==> config.mk <==
export PLATFORM = sky130hd
export DESIGN_NAME = fader_motor_arbiter
export DESIGN_NICKNAME = d
export VERILOG_FILES = /design/src/rtl/fader_motor_arbiter.sv
export SDC_FILE = /design/constraint.sdc
export NUM_CORES = 1
export LEC_CHECK = 0
export BUFFER_PORTS_ARGS = -buffer_cell sky130_fd_sc_hd__buf_4
export CORE_MARGIN = 8
export CORE_UTILIZATION = 29
export DETAILED_ROUTE_END_ITERATION = 7
export GPL_ROUTABILITY_DRIVEN = 0
export PLACE_DENSITY_LB_ADDON = 0.3
export SYNTH_ARGS = -nofsm -noshare
export SYNTH_HDL_FRONTEND = slang
export SYNTH_SLANG_ARGS = --single-unit
==> constraint.sdc <==
create_clock -name clk -period 7.15 [get_ports clk]
set_input_delay 1.0725 -clock clk [delete_from_list [all_inputs] [get_ports clk]]
set_output_delay 1.0725 -clock clk [all_outputs]
set_load 0.005 [all_outputs]
==> src/rtl/fader_motor_arbiter.sv <==
// fader_motor_arbiter
//   Current-budget scheduler for the motor fader array. Up to MAX_ACTIVE
//   channels may drive their motor at once; drive slots are handed out
//   round-robin, preempted after SLOT_CYCLES when others wait, and
//   optionally held idle for GUARD_CYCLES after each release.
//
//   Optional feature macro: FADER_ARB_GUARD_EN
//     defined   : released slots pass through GUARD for GUARD_CYCLES cycles.
//     undefined : released slots return straight to IDLE; GUARD_CYCLES has
//                 no effect and the guard counters are not built.
//
//   Request/grant contract: a channel requests by holding req high
//   (req = (up_in | down_in) & faders_en). The grant is a level. It stays
//   high while req stays high, until the slot's time slice expires with other
//   requests waiting. Dropping req is the only way a channel gives up its
//   slot voluntarily, and grant falls on the first edge that sees req low.
//   Motor pins are the channel inputs ANDed with the registered grant; no
//   other path connects them.
//
//   dbg_slot_state packs the per-slot FSM state, 2 bits per slot, slot 0 in
//   the low bits (0 = IDLE, 1 = ACTIVE, 2 = GUARD).
module fader_motor_arbiter #(
  parameter int N_CH         = 8,
  parameter int MAX_ACTIVE   = 2,
  parameter int SLOT_CYCLES  = 50000,
  parameter int GUARD_CYCLES = 1000
) (
  input  logic                    clk,
  input  logic                    rst,
  input  logic [N_CH-1:0]         faders_en,
  input  logic [N_CH-1:0]         pwm_in,
  input  logic [N_CH-1:0]         up_in,
  input  logic [N_CH-1:0]         down_in,
  output logic [N_CH-1:0]         pwm_out,
  output logic [N_CH-1:0]         up_out,
  output logic [N_CH-1:0]         down_out,
  output logic [N_CH-1:0]         grant,
  output logic [3:0]              active_cnt,
  output logic                    waiting,
  output logic [2*MAX_ACTIVE-1:0] dbg_slot_state
);

  localparam int CH_W  = (N_CH > 1) ? $clog2(N_CH) : 1;
  localparam int CNT_W = 20;
  localparam logic [CNT_W-1:0] SLOT_LAST = CNT_W'(SLOT_CYCLES - 1);

`ifdef FADER_ARB_GUARD_EN
  localparam int GCNT_W = 16;
  localparam logic [GCNT_W-1:0] GUARD_LAST = GCNT_W'(GUARD_CYCLES - 1);
`else
  // GUARD_CYCLES has no effect in this build; this null block only keeps the
  // parameter referenced.
  if (GUARD_CYCLES < 0) begin : g_guard_cycles_unused
  end
`endif

  typedef enum logic [1:0] {
    S_IDLE   = 2'd0,
    S_ACTIVE = 2'd1,
    S_GUARD  = 2'd2
  } slot_state_t;

  // Registered slot state
  slot_state_t      r_state [MAX_ACTIVE];
  logic [CH_W-1:0]  r_ch    [MAX_ACTIVE];
  logic [CNT_W-1:0] r_cnt   [MAX_ACTIVE];
`ifdef FADER_ARB_GUARD_EN
  logic [GCNT_W-1:0] r_gcnt [MAX_ACTIVE];
`endif
  logic [CH_W-1:0]  r_rr_ptr;
  logic [N_CH-1:0]  r_grant;
  logic [3:0]       r_active_cnt;
  logic             r_waiting;

  // Next-state and decode wires
  slot_state_t      w_state_nxt [MAX_ACTIVE];
  logic [CH_W-1:0]  w_ch_nxt    [MAX_ACTIVE];
  logic [CNT_W-1:0] w_cnt_nxt   [MAX_ACTIVE];
`ifdef FADER_ARB_GUARD_EN
  logic [GCNT_W-1:0] w_gcnt_nxt [MAX_ACTIVE];
`endif
  logic [N_CH-1:0]       w_req;
  logic [N_CH-1:0]       w_elig;
  logic [N_CH-1:0]       w_grant_nxt;
  logic [CH_W-1:0]       w_scan_idx;
  logic                  w_pick_vld;
  logic [CH_W-1:0]       w_pick_ch;
  logic [MAX_ACTIVE-1:0] w_alloc;
  logic                  w_alloc_done;
  logic [3:0]            w_active_nxt;
  logic                  w_waiting_nxt;
  logic [CH_W-1:0]       w_rr_nxt;

  // Request and eligibility: a channel already holding a slot is never a candidate
  always_comb begin
    w_req  = (up_in | down_in) & faders_en;
    w_elig = w_req & ~r_grant;
  end

  // Round-robin pick: first eligible channel after rr_ptr, wrapping at N_CH-1
  always_comb begin
    w_pick_vld = 1'b0;
    w_pick_ch  = '0;
    w_scan_idx = '0;
    for (int k = 1; k <= N_CH; k++) begin
      w_scan_idx = CH_W'((int'(r_rr_ptr) + k) % N_CH);
      if (!w_pick_vld && w_elig[w_scan_idx]) begin
        w_pick_vld = 1'b1;
        w_pick_ch  = w_scan_idx;
      end
    end
  end

  // Slot allocation: at most one new grant per cycle, to the lowest IDLE slot
  always_comb begin
    w_alloc      = '0;
    w_alloc_done = 1'b0;
    for (int s = 0; s < MAX_ACTIVE; s++) begin
      if (w_pick_vld && !w_alloc_done && (r_state[s] == S_IDLE)) begin
        w_alloc[s]   = 1'b1;
        w_alloc_done = 1'b1;
      end
    end
  end

  // Per-slot FSM next state: grant, time slice, release, guard
  always_comb begin
    for (int s = 0; s < MAX_ACTIVE; s++) begin
      w_state_nxt[s] = r_state[s];
      w_ch_nxt[s]    = r_ch[s];
      w_cnt_nxt[s]   = r_cnt[s];
`ifdef FADER_ARB_GUARD_EN
      w_gcnt_nxt[s]  = r_gcnt[s];
`endif
      case (r_state[s])
        S_IDLE: begin
          if (w_alloc[s]) begin
            w_state_nxt[s] = S_ACTIVE;
            w_ch_nxt[s]    = w_pick_ch;
            w_cnt_nxt[s]   = '0;
          end
        end
        S_ACTIVE: begin
          // Release on request drop (covers enable drop) or slice expiry with
          // someone waiting; an expired slice with nobody waiting just restarts.
          if (!w_req[r_ch[s]] || ((r_cnt[s] == SLOT_LAST) && r_waiting)) begin
            w_cnt_nxt[s] = '0;
`ifdef FADER_ARB_GUARD_EN
            w_state_nxt[s] = S_GUARD;
            w_gcnt_nxt[s]  = '0;
`else
            w_state_nxt[s] = S_IDLE;
`endif
          end else if (r_cnt[s] == SLOT_LAST) begin
            w_cnt_nxt[s] = '0;
          end else begin
            w_cnt_nxt[s] = r_cnt[s] + CNT_W'(1);
          end
        end
        S_GUARD: begin
`ifdef FADER_ARB_GUARD_EN
          if (r_gcnt[s] == GUARD_LAST) begin
            w_state_nxt[s] = S_IDLE;
            w_gcnt_nxt[s]  = '0;
          end else begin
            w_gcnt_nxt[s] = r_gcnt[s] + GCNT_W'(1);
          end
`else
          w_state_nxt[s] = S_IDLE;
`endif
        end
        default: begin
          w_state_nxt[s] = S_IDLE;
        end
      endcase
    end
  end

  // Post-edge grant vector, slot count, waiting flag and round-robin pointer
  always_comb begin
    w_grant_nxt  = '0;
    w_active_nxt = '0;
    for (int s = 0; s < MAX_ACTIVE; s++) begin
      if (w_state_nxt[s] == S_ACTIVE) begin
        w_grant_nxt[w_ch_nxt[s]] = 1'b1;
        w_active_nxt             = w_active_nxt + 4'd1;
      end
    end
    w_waiting_nxt = |(w_req & ~w_grant_nxt);
    w_rr_nxt      = w_alloc_done ? w_pick_ch : r_rr_ptr;
  end

  // State registers; synchronous reset drops every grant on the next edge
  always_ff @(posedge clk) begin
    if (rst) begin
      for (int s = 0; s < MAX_ACTIVE; s++) begin
        r_state[s] <= S_IDLE;
        r_ch[s]    <= '0;
        r_cnt[s]   <= '0;
`ifdef FADER_ARB_GUARD_EN
        r_gcnt[s]  <= '0;
`endif
      end
      r_rr_ptr     <= CH_W'(N_CH - 1);
      r_grant      <= '0;
      r_active_cnt <= '0;
      r_waiting    <= 1'b0;
    end else begin
      for (int s = 0; s < MAX_ACTIVE; s++) begin
        r_state[s] <= w_state_nxt[s];
        r_ch[s]    <= w_ch_nxt[s];
        r_cnt[s]   <= w_cnt_nxt[s];
`ifdef FADER_ARB_GUARD_EN
        r_gcnt[s]  <= w_gcnt_nxt[s];
`endif
      end
      r_rr_ptr     <= w_rr_nxt;
      r_grant      <= w_grant_nxt;
      r_active_cnt <= w_active_nxt;
      r_waiting    <= w_waiting_nxt;
    end
  end

  // Debug view of the slot FSMs
  always_comb begin
    dbg_slot_state = '0;
    for (int s = 0; s < MAX_ACTIVE; s++) begin
      dbg_slot_state[2*s +: 2] = r_state[s];
    end
  end

  // Motor pin gating against the registered grant
  always_comb begin
    grant      = r_grant;
    active_cnt = r_active_cnt;
    waiting    = r_waiting;
    pwm_out    = pwm_in  & r_grant;
    up_out     = up_in   & r_grant;
    down_out   = down_in & r_grant;
  end

endmodule

# Yosys cells after proc, flatten, opt, wreduce, memory -nomap -nowiden
# Memory sizes are Yosys's and may differ from the RTL's.
# Cells that the tools add are included.
[totals]
inputBits = 34
ramBits = 50
n_memories = 3
elab_cells = 157
reg_bits = 16
[memory_table]
columns = ["memory", "words", "width", "rd", "rd_ports_with_merged_regs", "write_ports", "line", "source"]
rows = [
  ["r_cnt", 2, 20, 2, 0, 2, "66", "logic [CNT_W-1:0] r_cnt [MAX_ACTIVE];"],
  ["r_ch", 2, 3, 2, 0, 2, "65", "logic [CH_W-1:0] r_ch [MAX_ACTIVE];"],
  ["r_state", 2, 2, 2, 0, 2, "64", "slot_state_t r_state [MAX_ACTIVE];"],
]
[classes]
eq_ne = 6
reduce_logical = 29
order_cmp = 14
add_sub_neg = 11
n_mux = 74
n_bitwise = 16
[op_table]
columns = ["op", "count"]
rows = [
  ["20-bit two-way mux", 8],
  ["20-bit one-hot mux with 2 select lines", 2],
  ["8-bit bitwise AND", 6],
  ["3-bit by 4-bit < comparator with 1-bit output (second input constant)", 12],
  ["3-bit two-way mux", 14],
  ["20-bit by 1-bit adder with 20-bit output (second input constant)", 2],
  ["20-bit by 16-bit equality test with 1-bit output (second input constant)", 2],
  ["1-bit binary-select mux with 3-bit select", 10],
  ["1-bit two-way mux", 27],
  ["8-bit two-way mux", 2],
  ["8-bit inverter", 2],
  ["8-bit bitwise OR", 2],
  ["1-bit logical AND", 14],
  ["3-bit adder (second input constant)", 4],
  ["2-bit two-way mux", 6],
  ["1-bit logical NOT", 10],
  ["2-bit by 1-bit equality test with 1-bit output (second input constant)", 4],
  ["2-bit one-hot mux with 2 select lines", 2],
  ["8-bit OR reduction", 1],
  ["3-bit by 1-bit adder with 3-bit output (second input constant)", 2],
  ["3-bit by 2-bit adder with 3-bit output (second input constant)", 2],
  ["1-bit demux with 3-bit select", 2],
  ["3-bit by 1-bit greater-or-equal comparator with 1-bit output (second input constant)", 2],
  ["1-bit bitwise OR", 6],
  ["4 further kinds", 6],
]

# Depth between registers and ports, before layout
# Gate-level depths: netlist (run 1).
[logic_depth]
ltp_word = 44
ltp_mapped = 19
ltp_nobuf = 14

# Worst setup path before layout (run 1)
# No wires, ideal clock.
[synth_timing]
path_kind = "in2reg"
from = "in up_in[7]"
to = "reg r_waiting, in the netlist waiting"
setup_ns = 0.081
t_arrival_ns = 4.088
path_stages = 13
slack_ns = 2.982
required_ns = 7.069
cell_sequence = "o21ai_2 > nor2_1 > mux4_2 > mux2i_2 > a32oi_1 > or4_1 > o211ai_2 > a21oi_2 > o31a_1 > buf_6 > a21o_1 > a221o_1 > a41oi_1"
[synth_between]
elab_chain_len = 44
elab_cells_between_ends = 91
cone_classes = "4 x order compare; 2 x eq/ne; 54 x mux; 6 x bitwise; 25 x reduce/logical"
[synth_lines]
columns = ["element", "line", "source"]
rows = [
  ["start, declared", "32", "input logic [N_CH-1:0] up_in,"],
  ["8-bit bitwise OR (*)", "96", "w_req = (up_in | down_in) & faders_en;"],
  ["8-bit bitwise AND (*)", "96", ""],
  ["8-bit bitwise AND", "97", "w_elig = w_req & ~r_grant;"],
  ["1-bit binary-select mux with 3-bit select", "107", "if (!w_pick_vld && w_elig[w_scan_idx]) begin"],
  ["1-bit two-way mux (not written as such)", "107", ""],
  ["1-bit two-way mux", "107", ""],
  ["1-bit logical NOT", "107", ""],
  ["1-bit logical AND", "107", ""],
  ["[28 not listed]", "n/a", ""],
  ["1-bit logical AND (not written as such)", "185", "w_grant_nxt[w_ch_nxt[s]] = 1'b1;"],
  ["1-bit two-way mux (not written as such)", "185", ""],
  ["1-bit demux with 3-bit select", "185", ""],
  ["8-bit bitwise OR (no source line)", "n/a", ""],
  ["8-bit two-way mux", "184", "if (w_state_nxt[s] == S_ACTIVE) begin"],
  ["8-bit inverter", "189", "w_waiting_nxt = |(w_req & ~w_grant_nxt);"],
  ["8-bit bitwise AND (*)", "189", ""],
  ["8-bit OR reduction (*)", "189", ""],
  ["end signal, assigned", "220", "r_waiting <= w_waiting_nxt;"],
  ["end, declared", "73", "logic r_waiting;"],
]
# Every way passes the cells marked *; elsewhere a longest branch is shown, timed or not. The select of a mux whose other input is x is not followed.
# A chain may end at the register's enable or synchronous reset.

# Worst setup path in the final report (run 1)
[layout_timing]
from = "reg r_rr_ptr[0]"
to = "reg r_waiting, in the netlist waiting"
[layout_between]
elab_chain_len = 42
elab_cells_between_ends = 86
cone_classes = "8 x add/sub; 4 x order compare; 2 x eq/ne; 48 x mux; 3 x bitwise; 21 x reduce/logical"
[layout_lines]
columns = ["element", "line", "source"]
rows = [
  ["start, declared", "70", "logic [CH_W-1:0] r_rr_ptr;"],
  ["start signal, assigned", "204", "r_rr_ptr <= CH_W'(N_CH - 1);"],
  ["start signal, assigned", "217", "r_rr_ptr <= w_rr_nxt;"],
  ["3-bit by 1-bit adder with 3-bit output", "106", "w_scan_idx = CH_W'((int'(r_rr_ptr) + k) % N_CH);"],
  ["1-bit binary-select mux with 3-bit select", "107", ""],
  ["1-bit two-way mux (not written as such)", "107", ""],
  ["1-bit two-way mux", "107", ""],
  ["1-bit logical NOT", "107", ""],
  ["1-bit logical AND", "107", ""],
  ["1-bit two-way mux", "107", ""],
  ["1-bit logical NOT", "107", ""],
  ["[26 not listed]", "n/a", ""],
  ["1-bit logical AND (not written as such)", "185", ""],
  ["1-bit two-way mux (not written as such)", "185", ""],
  ["1-bit demux with 3-bit select", "185", ""],
  ["8-bit bitwise OR (no source line)", "n/a", ""],
  ["8-bit two-way mux (*)", "184", ""],
  ["8-bit inverter (*)", "189", ""],
  ["8-bit bitwise AND (*)", "189", ""],
  ["8-bit OR reduction (*)", "189", ""],
]
# Marked as above.

==> results.py, run 1 <==
metrics = {
    "run_status": {
        "status": "complete, no violations",
    },
    "detailed_routing": {
        "wirelength_mm": 13.7,
        "detail-route-antenna-nets": 0,
        "route.detailed.drc": 0,
        "detailedRoute.firstPassIterationCount": 5,
        "drt-wirelength-per-cell_um": 16.7,
        "route.detailed.vias_per_inst": 5.71,
        "drtIter0Drc": 465,
        "num_vias": 4701,
    },
    "yosys": {
        "total_number_of_yosys_warnings": 0,
        "ys_top_cells_by_area": "sky130_fd_sc_hd__dfxtp_1 (28%), sky130_fd_sc_hd__nor2_1 (6.8%), sky130_fd_sc_hd__a21oi_1 (4.9%)",
        "seq_area_frac_synth_pct": 28.4,
        "number_of_instances_in_the_synthesized_netlist": 582,
        "netlist.area_leader.share_pct": 28.4,
        "synth_seq_cells": 64,
        "ys_async_sr_fraction_pct": 0,
        "syn_area_per_cell_um2": 7.75,
        "synthesis.area_um2": 4510,
        "synth-edff-count": 0,
        "synth_cell_types": 71,
        "yosys.area.top_type": "sky130_fd_sc_hd__dfxtp_1",
        "synthFlopType": "sky130_fd_sc_hd__dfxtp_1",
    },
    "timing": {
        "finalSetupViolations": 0,
        "slew-limit-headroom_pct": 30.8,
        "rsz_0062_raised_after_global_routing": "no",
        "worstMarginPinSlew_ns": 1.03,
        "post-route-period-util_pct": 65.5,
        "fin_crit_ns": 4.68,
        "setup_ws_ns": 2.47,
        "worst_clock_skew_ns": 0.0113,
        "setup-tns-final_ns": 0,
        "report.final.slew_viol_count": 0,
        "finalHoldViolCount": 0,
        "max_freq_mhz": 214,
    },
    "run": {
        "max_cap_violations": 0,
    },
    "placement": {
        "place.detailed.instances": 811,
        "placement.setup.worst_slack_ns": 2.26,
        "hpwlAfterDp_mm": 9.97,
        "port_buffers": 72,
    },
    "power": {
        "power.density_cell_area_nw_per_um2": 353,
        "vdd.ir_drop.worst_mv": 0.110,
        "power.static_leakage_nw": 2.09,
        "overall_power_consumption_mw": 1.90,
    },
    "clock_tree": {
        "clk_latency_ns": 0.34,
        "postCtsSetupBuffers": 0,
        "ctsRootBufferMaster": "sky130_fd_sc_hd__clkbuf_16",
        "hold_bufs_at_cts": 0,
        "cts.repair.resized": 0,
        "cts.sink_count": 64,
        "cts_max_level": 3,
        "clkTransAtPathRegs_ns": 0.06,
        "cts.path.max_buffers": 2,
        "tritoncts": "done",
        "numCtsBuffers": 9,
    },
    "floorplanning": {
        "die_h_um": 141,
        "io-pin-count": 75,
        "placeableCoreArea_um2": 15200,
        "die_w_um": 141,
        "floorplan.die_area_um2": 19800,
        "row_count": 45,
        "initial_utilization_pct": 29.7,
    },
    "min_path": {
        "worst_hold_startpoint": "r_cnt[0][19]",
        "hold_path.class": "flip-flop to flip-flop",
        "min_delay_worst_endpoint": "r_cnt[0][19]",
        "min_delay_path_depth": 2,
    },
    "cells_and_area": {
        "layout-drive-gt1-share_pct": 18.1,
        "n_antenna_cell": 0,
        "nFillCells": 1614,
        "layout-area-overhead-vs-synth_pct": 19.3,
        "stdcell_count": 824,
        "nNetsFinal": 672,
    },
    "global_route": {
        "grt-ovfl-total": 0,
        "grt_pass1_vias": 4305,
        "use_met3_pct": 4.49,
        "grt_busiest_layer": "met2",
        "use_met1_pct": 16.2,
        "largest_net_degree_at_the_start_of_global_routing": 63,
        "grt_first_pass_wirelength_mm": 21.9,
        "gr-usage-all-layers_pct": 13.5,
        "number_of_antenna_violations_at_the_first_check_in_global_routing": 0,
        "grt_use_met2_pct": 21.8,
    },
    "worst_setup_path": {
        "cp.required_ns": 7.33,
        "worstSetupStartpointType": "flip-flop",
        "critPathSlowestCell": "sky130_fd_sc_hd__dfxtp_1",
        "worst_r2r_endpoint": "waiting",
        "path_max_fanout": 14,
        "rr_worst_depth": 12,
        "crit_path_start": "r_rr_ptr[0]",
        "worst_r2r_startpoint": "r_rr_ptr[0]",
        "worst_path_largest_cell_delay_ns": 0.62,
        "crit_type": "flip-flop to flip-flop",
        "timing.critical_path.cells": "inv_1 -> ha_1 -> mux4_2 -> mux2i_2 -> a32oi_1 -> or4_1 -> o211ai_2 -> a21oi_2 -> o31ai_2 -> a221oi_1 -> nor4_1 -> a41oi_1",
        "critPathArrivalTime_ns": 4.86,
        "crit_path_end_kind": "flip-flop",
        "slack_of_the_worst_reg_to_reg_path_ns": 2.47,
    },
}
layout by cell type, fill, tap and decap left out, drive strengths merged, types with 14 or more instances in the layout:
master / n
a21oi: 45
and2: 32
and3: 27
buf: 73
dfxtp: 64
nand2: 31
nand3: 14
nand3b: 26
nor2: 83
nor3: 16
o21ai: 52
layer usage:
metal,vias to the layer above,wire length (µm)
li1,2272,-
met1,2174,6000
met2,225,6220
met3,30,1250
met4,0,263
met5,-,0
cell families after synthesis:
logic type	Yosys count	synth area share, %
other	1	0.0832
adders and majority gates	4	1.11
and+or+nand+nor	285	34.0
buffers and inverters	43	4.83
xor gates and xnor gates	5	0.972
DFF	64	28.4
AOI/OAI and AO/OA	165	24.8
muxes	15	5.77
critical path: cells and delay by family (launching register included):
family          cells  cell delay, ns
simple gates        2            0.92
buf+inv             1            0.24
compound gates      6            1.42
fa+ha+maj           1            0.55
mux                 2            0.77
flops               1            0.62
registers in the layout, summed over array words and instances, names as in the netlist:
register	count
waiting	1
r_ch	6
active_cnt	2
grant	8
r_state	4
r_cnt	40
r_rr_ptr	3
report_power, final:
part / internal, mW / switching [mW] / leakage, nW
Clock: 0.247 / 0.152 / 0.130
Combinational: 0.414 / 0.604 / 1.44
Sequential: 0.394 / 0.0860 / 0.519
Total: 1.05 / 0.842 / 2.09
through the flow:
step	utilization, %	hold WS (ns)	area (µm²)
3_3_place_gp	33.6	0.471	5110
4_1_cts	35.4	0.495	5380
6_report	35.4	0.494	5380
2_1_floorplan	-	0.453	4520
5_1_grt	35.4	0.538	5380
3_5_place_dp	33.6	0.487	5110
synthesized netlist by cell type, drive strengths merged, types with 8 or more instances:
| cell type | instances |
|---|---|
| and2 | 32 |
| a21oi | 45 |
| nand3b | 26 |
| mux4 | 8 |
| o21ai | 52 |
| dfxtp | 64 |
| nor4 | 12 |
| nor2 | 83 |
| clkbuf | 22 |
| nand2 | 31 |
| a22oi | 9 |
| and3 | 27 |
| a311oi | 8 |
| nand3 | 14 |
| nor3 | 16 |
| buf | 12 |
| inv | 8 |
layout make-up:
cell class / instances / area [µm²] / area share (%)
sequential: 64 / 1280 / 23.8
clock buffer: 12 / 256 / 4.77
inverter: 8 / 30.0 / 0.559
timing repair buffer: 73 / 548 / 10.2
clock inverter: 1 / 5.00 / 0.0931
multi-input combinational: 478 / 3020 / 56.2
tap: 188 / 235 / 4.38
worst max path at each step:
| stage | to | slack, ns | cells after the start |
|---|---|---|---|
| 2_1_floorplan | waiting | 2.98 | 13 |
| 3_3_place_gp | waiting | 2.28 | 13 |
| 3_5_place_dp | waiting | 2.26 | 13 |
| 4_1_cts | waiting | 2.53 | 12 |
| 5_1_grt | waiting | 2.16 | 12 |
| 6_report | waiting | 2.47 | 12 |
No activity file was read; power rests on OpenSTA's default activity.
==> run 2: changes to the inputs <==
- clock period: 7.15 -> 4.1 ns (I/O delays scaled with it)
==> results.py, run 2 (synthesized netlist as in run 1, its figures left out) <==
metrics = {
    "run_status": {
        "status": "complete, no violations",
    },
    "cells_and_area": {
        "n_antenna_cell": 0,
        "max_flop_register": "r_cnt",
        "final_common_cell": "sky130_fd_sc_hd__buf_4",
        "layout-drive-gt1-share_pct": 21.0,
        "most-common-layout-cells": "sky130_fd_sc_hd__buf_4 (97), sky130_fd_sc_hd__nor2_1 (82), sky130_fd_sc_hd__dfxtp_1 (64)",
        "nNetsFinal": 696,
        "layout-area-overhead-vs-synth_pct": 23.3,
        "largest_register_ff_count": 40,
        "layout.cell_area.non_filler_um2": 5560,
    },
    "run": {
        "max_cap_violations": 0,
    },
    "global_route": {
        "grt_pass1_vias": 4424,
        "grt_first_pass_wirelength_mm": 22.2,
        "gr-usage-all-layers_pct": 13.4,
        "largest_net_degree_at_the_start_of_global_routing": 63,
        "number_of_antenna_violations_at_the_first_check_in_global_routing": 0,
        "grt-ovfl-total": 0,
    },
    "clock_tree": {
        "numCtsBuffers": 9,
        "tritoncts": "done",
        "cts.path.max_buffers": 2,
        "hold_bufs_at_cts": 0,
        "cts.repair.resized": 0,
        "postCtsSetupBuffers": 0,
        "ctsRootBufferMaster": "sky130_fd_sc_hd__clkbuf_16",
        "cts.sink_count": 64,
        "clkTransAtPathRegs_ns": 0.05,
        "cts_max_level": 3,
        "clk_latency_ns": 0.34,
    },
    "placement": {
        "placement.setup.worst_slack_ns": 0.00747,
        "hpwlAfterDp_mm": 10.2,
        "dpl_cell_area_um2": 5300,
        "port_buffers": 72,
    },
    "detailed_routing": {
        "wirelength_mm": 13.6,
        "route.detailed.vias_per_inst": 5.65,
        "detail-route-antenna-nets": 0,
        "drt-wirelength-per-cell_um": 16.0,
        "drtIter0Drc": 425,
        "num_vias": 4798,
        "detailedRoute.firstPassIterationCount": 5,
        "route.detailed.drc": 0,
    },
    "power": {
        "power.static_leakage_nw": 2.20,
        "vdd.ir_drop.worst_mv": 0.245,
        "overall_power_consumption_mw": 3.47,
        "power.density_cell_area_nw_per_um2": 624,
    },
    "floorplanning": {
        "initial_utilization_pct": 29.7,
        "floorplan.die_area_um2": 19800,
        "placeableCoreArea_um2": 15200,
        "io-pin-count": 75,
        "die_w_um": 141,
        "row_count": 45,
        "die_h_um": 141,
    },
    "min_path": {
        "min_delay_worst_endpoint": "r_cnt[0][2]",
        "worst_hold_startpoint": "r_cnt[0][2]",
        "hold_path.class": "flip-flop to flip-flop",
        "min_delay_path_depth": 2,
    },
    "worst_setup_path": {
        "crit_path_end_kind": "flip-flop",
        "crit_type": "flip-flop to flip-flop",
        "cp.required_ns": 4.35,
        "worstSetupStartpointType": "flip-flop",
        "critPathArrivalTime_ns": 4.10,
        "worst_path_largest_cell_delay_ns": 0.66,
        "timing.critical_path.cells": "inv_1 -> ha_1 -> nor4b_2 -> or4_1 -> nor4b_2 -> buf_4 -> and2_1 -> nand4_1 -> and2_1 -> a32o_1 -> a221oi_1 -> nor4_1 -> a41oi_1",
        "slack_of_the_worst_reg_to_reg_path_ns": 0.25,
        "path_max_fanout": 6,
        "worst_r2r_endpoint": "waiting",
        "rr_worst_depth": 13,
        "worst_r2r_startpoint": "r_rr_ptr[0]",
        "critPathSlowestCell": "sky130_fd_sc_hd__or4_1",
    },
    "timing": {
        "rsz_0062_raised_after_global_routing": "no",
        "post-route-period-util_pct": 93.8,
        "fin_crit_ns": 3.85,
        "max_freq_mhz": 260,
        "worst_clock_skew_ns": 0.00901,
        "report.final.slew_viol_count": 0,
        "setup_ws_ns": 0.253,
        "timing.hold.ws_ns": 0.497,
        "finalHoldViolCount": 0,
        "slew-limit-headroom_pct": 51.8,
        "finalSetupViolations": 0,
        "setup-tns-final_ns": 0,
        "worstMarginPinSlew_ns": 0.723,
    },
}
==> run 2: changes by cell type in the layout (fill, tap and decap cells not counted), sizes merged <==
| cell | delta |
|---|---|
| buf | +24 |
| clkbuf | +1 |
==> run 2: how the worst max path moves through the flow <==
stage           startpoint      end  slack [ns]  cells after the start
6_report       r_rr_ptr[0]  waiting        0.25                     13
2_1_floorplan  r_rr_ptr[1]  waiting        0.37                     16
3_5_place_dp      up_in[7]  waiting       0.007                     13
4_1_cts        r_rr_ptr[1]  waiting        0.33                     13
3_3_place_gp      up_in[0]  waiting        0.08                     14
5_1_grt        r_rr_ptr[0]  waiting        0.04                     13
==> run 2: routing by layer <==
metal / track usage, % / up-vias / share of wire (%)
li1: - / 2326 / -
met4: 5.26 / 0 / 1.9
met3: 3.85 / 31 / 7.8
met1: 16.5 / 2248 / 44
met5: 0 / - / 0
met2: 21.8 / 193 / 46
==> run 2: metrics by stage <==
step           utilization, %  instances
2_1_floorplan               -        585
3_3_place_gp             34.8        835
3_5_place_dp             34.8        835
4_1_cts                  36.5        849
5_1_grt                  36.6        849
6_report                 36.6        849
==> run 2: critical path, delay by kind of cell, from the launching register on <==
kind	cells	cell delay (ns)
DFF	1	0.32
AOI/OAI and AO/OA	3	0.88
adders and majority gates	1	0.37
and+or+nand+nor	7	1.96
buffers and inverters	2	0.24
==> run 2: layout make-up <==
type | instances | area [µm²]
well taps | 188 | 235
repair buffers | 97 | 728
flip-flops and latches | 64 | 1280
clock buffers | 13 | 250
inverters | 8 | 30.0
clock inverters | 1 | 5.00
multi-input cells | 478 | 3030
fillers | 1605 | 9650
==> run 2: where the power goes <==
group | switching, mW | internal [mW]
registers | 0.0850 | 0.687
logic | 1.16 | 0.860
clock network | 0.259 | 0.417
total | 1.50 | 1.96
==> run 3: changes to the inputs <==
- CELL_PAD_IN_SITES_DETAIL_PLACEMENT: not set -> 2
- CELL_PAD_IN_SITES_GLOBAL_PLACEMENT: not set -> 2
==> results.py, run 3 (synthesized netlist as in run 1, its figures left out) <==
metrics = {
    "run_status": {
        "status": "complete, no violations",
    },
    "timing": {
        "rsz_0062_raised_after_global_routing": "no",
        "slew-limit-headroom_pct": 51.1,
        "finalHoldViolCount": 0,
        "report.final.slew_viol_count": 0,
        "worstMarginPinSlew_ns": 0.727,
        "max_freq_mhz": 258,
        "setup_ws_ns": 0.217,
        "post-route-period-util_pct": 94.7,
        "finalSetupViolations": 0,
        "setup-tns-final_ns": 0,
        "fin_crit_ns": 3.88,
        "worst_clock_skew_ns": 0.00976,
    },
    "detailed_routing": {
        "route.detailed.vias_per_inst": 5.74,
        "drt-wirelength-per-cell_um": 20.4,
        "route.detailed.drc": 0,
        "detail-route-antenna-nets": 0,
        "wirelength_mm": 17.6,
        "detailedRoute.firstPassIterationCount": 4,
        "num_vias": 4939,
        "drtIter0Drc": 206,
    },
    "clock_tree": {
        "ctsRootBufferMaster": "sky130_fd_sc_hd__clkbuf_16",
        "cts.path.max_buffers": 2,
        "cts_max_level": 3,
        "clk_latency_ns": 0.33,
        "clkTransAtPathRegs_ns": 0.06,
        "numCtsBuffers": 9,
        "postCtsSetupBuffers": 0,
        "cts.repair.resized": 0,
        "hold_bufs_at_cts": 0,
        "cts.sink_count": 64,
        "tritoncts": "done",
    },
    "worst_setup_path": {
        "critPathArrivalTime_ns": 4.13,
        "crit_path_end_kind": "flip-flop",
        "worstSetupStartpointType": "flip-flop",
        "rr_worst_depth": 13,
        "crit_type": "flip-flop to flip-flop",
        "worst_path_largest_cell_delay_ns": 0.57,
        "worst_r2r_endpoint": "waiting",
        "path_max_fanout": 8,
        "timing.critical_path.cells": "inv_1 -> ha_1 -> buf_4 -> mux4_2 -> mux2i_2 -> a32oi_1 -> or4_1 -> o211ai_2 -> a21oi_2 -> o31a_1 -> a21o_1 -> a221o_1 -> a41oi_1",
        "cp.required_ns": 4.35,
        "worst_r2r_startpoint": "r_rr_ptr[0]",
        "slack_of_the_worst_reg_to_reg_path_ns": 0.22,
        "critPathSlowestCell": "sky130_fd_sc_hd__or4_1",
        "critical_path.n_buffers_inverters": 2,
        "cpLargestDelayFamily": "compound AO/OA/AOI/OAI gates",
    },
    "placement": {
        "place.detailed.instances": 845,
        "port_buffers": 72,
        "hpwlAfterDp_mm": 13.2,
        "placement.setup.worst_slack_ns": -0.0761,
        "dpl_cell_area_um2": 5370,
    },
    "floorplanning": {
        "die_w_um": 141,
        "row_count": 45,
        "initial_utilization_pct": 29.7,
        "die_h_um": 141,
        "placeableCoreArea_um2": 15200,
        "io-pin-count": 75,
        "floorplan.die_area_um2": 19800,
    },
    "power": {
        "internal-power_mw": 2.07,
        "vdd.ir_drop.worst_mv": 0.184,
        "power.density_cell_area_nw_per_um2": 664,
        "switchingPower_mw": 1.69,
        "power.static_leakage_nw": 2.27,
        "pwr-share-comb_pct": 60.2,
        "p_clk_share_pct": 19.0,
        "overall_power_consumption_mw": 3.76,
        "sw_frac_of_total_pct": 44.8,
        "power.sequential.fraction_pct": 20.8,
    },
    "cells_and_area": {
        "layout.cell_area.non_filler_um2": 5660,
        "most-common-layout-cells": "sky130_fd_sc_hd__buf_4 (107), sky130_fd_sc_hd__nor2_1 (82), sky130_fd_sc_hd__dfxtp_1 (64)",
        "largest_register_ff_count": 40,
        "final_common_cell": "sky130_fd_sc_hd__buf_4",
        "nNetsFinal": 706,
        "stdcell_count": 860,
        "nFillCells": 1767,
        "layout-area-overhead-vs-synth_pct": 25.6,
        "layout-drive-gt1-share_pct": 22.9,
        "max_flop_register": "r_cnt",
        "n_antenna_cell": 0,
    },
    "global_route": {
        "grt-ovfl-total": 0,
        "grt_use_met2_pct": 30.8,
        "use_met3_pct": 3.41,
        "grt_first_pass_wirelength_mm": 28.8,
        "largest_net_degree_at_the_start_of_global_routing": 63,
        "use_met1_pct": 21.1,
        "gr-usage-all-layers_pct": 17.6,
        "grt_pass1_vias": 5441,
        "grt_busiest_layer": "met2",
        "number_of_antenna_violations_at_the_first_check_in_global_routing": 0,
    },
    "min_path": {
        "min_delay_path_depth": 2,
        "min_delay_worst_endpoint": "r_cnt[0][4]",
        "hold_path.class": "flip-flop to flip-flop",
        "worst_hold_startpoint": "r_cnt[0][4]",
    },
    "run": {
        "max_cap_violations": 0,
    },
}
-- run 3: worst max path at each step --
stage | depth (start not counted) | end | from | slack (ns)
global route | 15 | waiting | r_rr_ptr[0] | 0.004
global placement | 14 | waiting | down_in[3] | 0.13
detailed placement | 13 | waiting | up_in[4] | -0.08
finish | 13 | waiting | r_rr_ptr[0] | 0.22
floorplan | 16 | waiting | r_rr_ptr[1] | 0.37
CTS | 13 | waiting | r_rr_ptr[0] | 0.22
-- run 3: area by class of cell --
class | instances | area, µm² | area share [%]
clock buffer | 12 | 256 | 4.53
tap | 188 | 235 | 4.15
multi-input combinational | 478 | 3040 | 53.7
sequential | 64 | 1280 | 22.6
clock inverter | 3 | 17.5 | 0.309
timing repair buffer | 107 | 803 | 14.2
inverter | 8 | 30.0 | 0.530
-- run 3: worst reg2reg max path, delay by kind of cell (launching register included) --
family	cells	cell delay, ns
compound gates	7	1.58
mux	2	0.63
simple gates	1	0.57
fa+ha+maj	1	0.43
flops	1	0.32
buf+inv	2	0.26
-- run 3: per-stage QoR --
step	hold slack, ns	util, %
global placement	0.473	35.3
global route	0.554	37.3
floorplan	0.453	-
finish	0.523	37.3
detailed placement	0.504	35.3
CTS	0.517	37.1
-- run 3: power by group through the flow --
| stage | Clock (mW) | Sequential, mW | Combinational (mW) |
|---|---|---|---|
| global placement | 0 | 0.790 | 2.12 |
| floorplan | 0 | 0.758 | 1.43 |
| global route | 0.758 | 0.795 | 2.45 |
| finish | 0.714 | 0.782 | 2.27 |
| detailed placement | 0 | 0.796 | 2.21 |
| CTS | 0.734 | 0.782 | 2.23 |
-- run 3: per-layer routing --
metal,wire length [µm],part of all wire [%]
met1,7780,44
met3,828,4.7
met2,8540,49
met4,403,2.3
met5,0,0
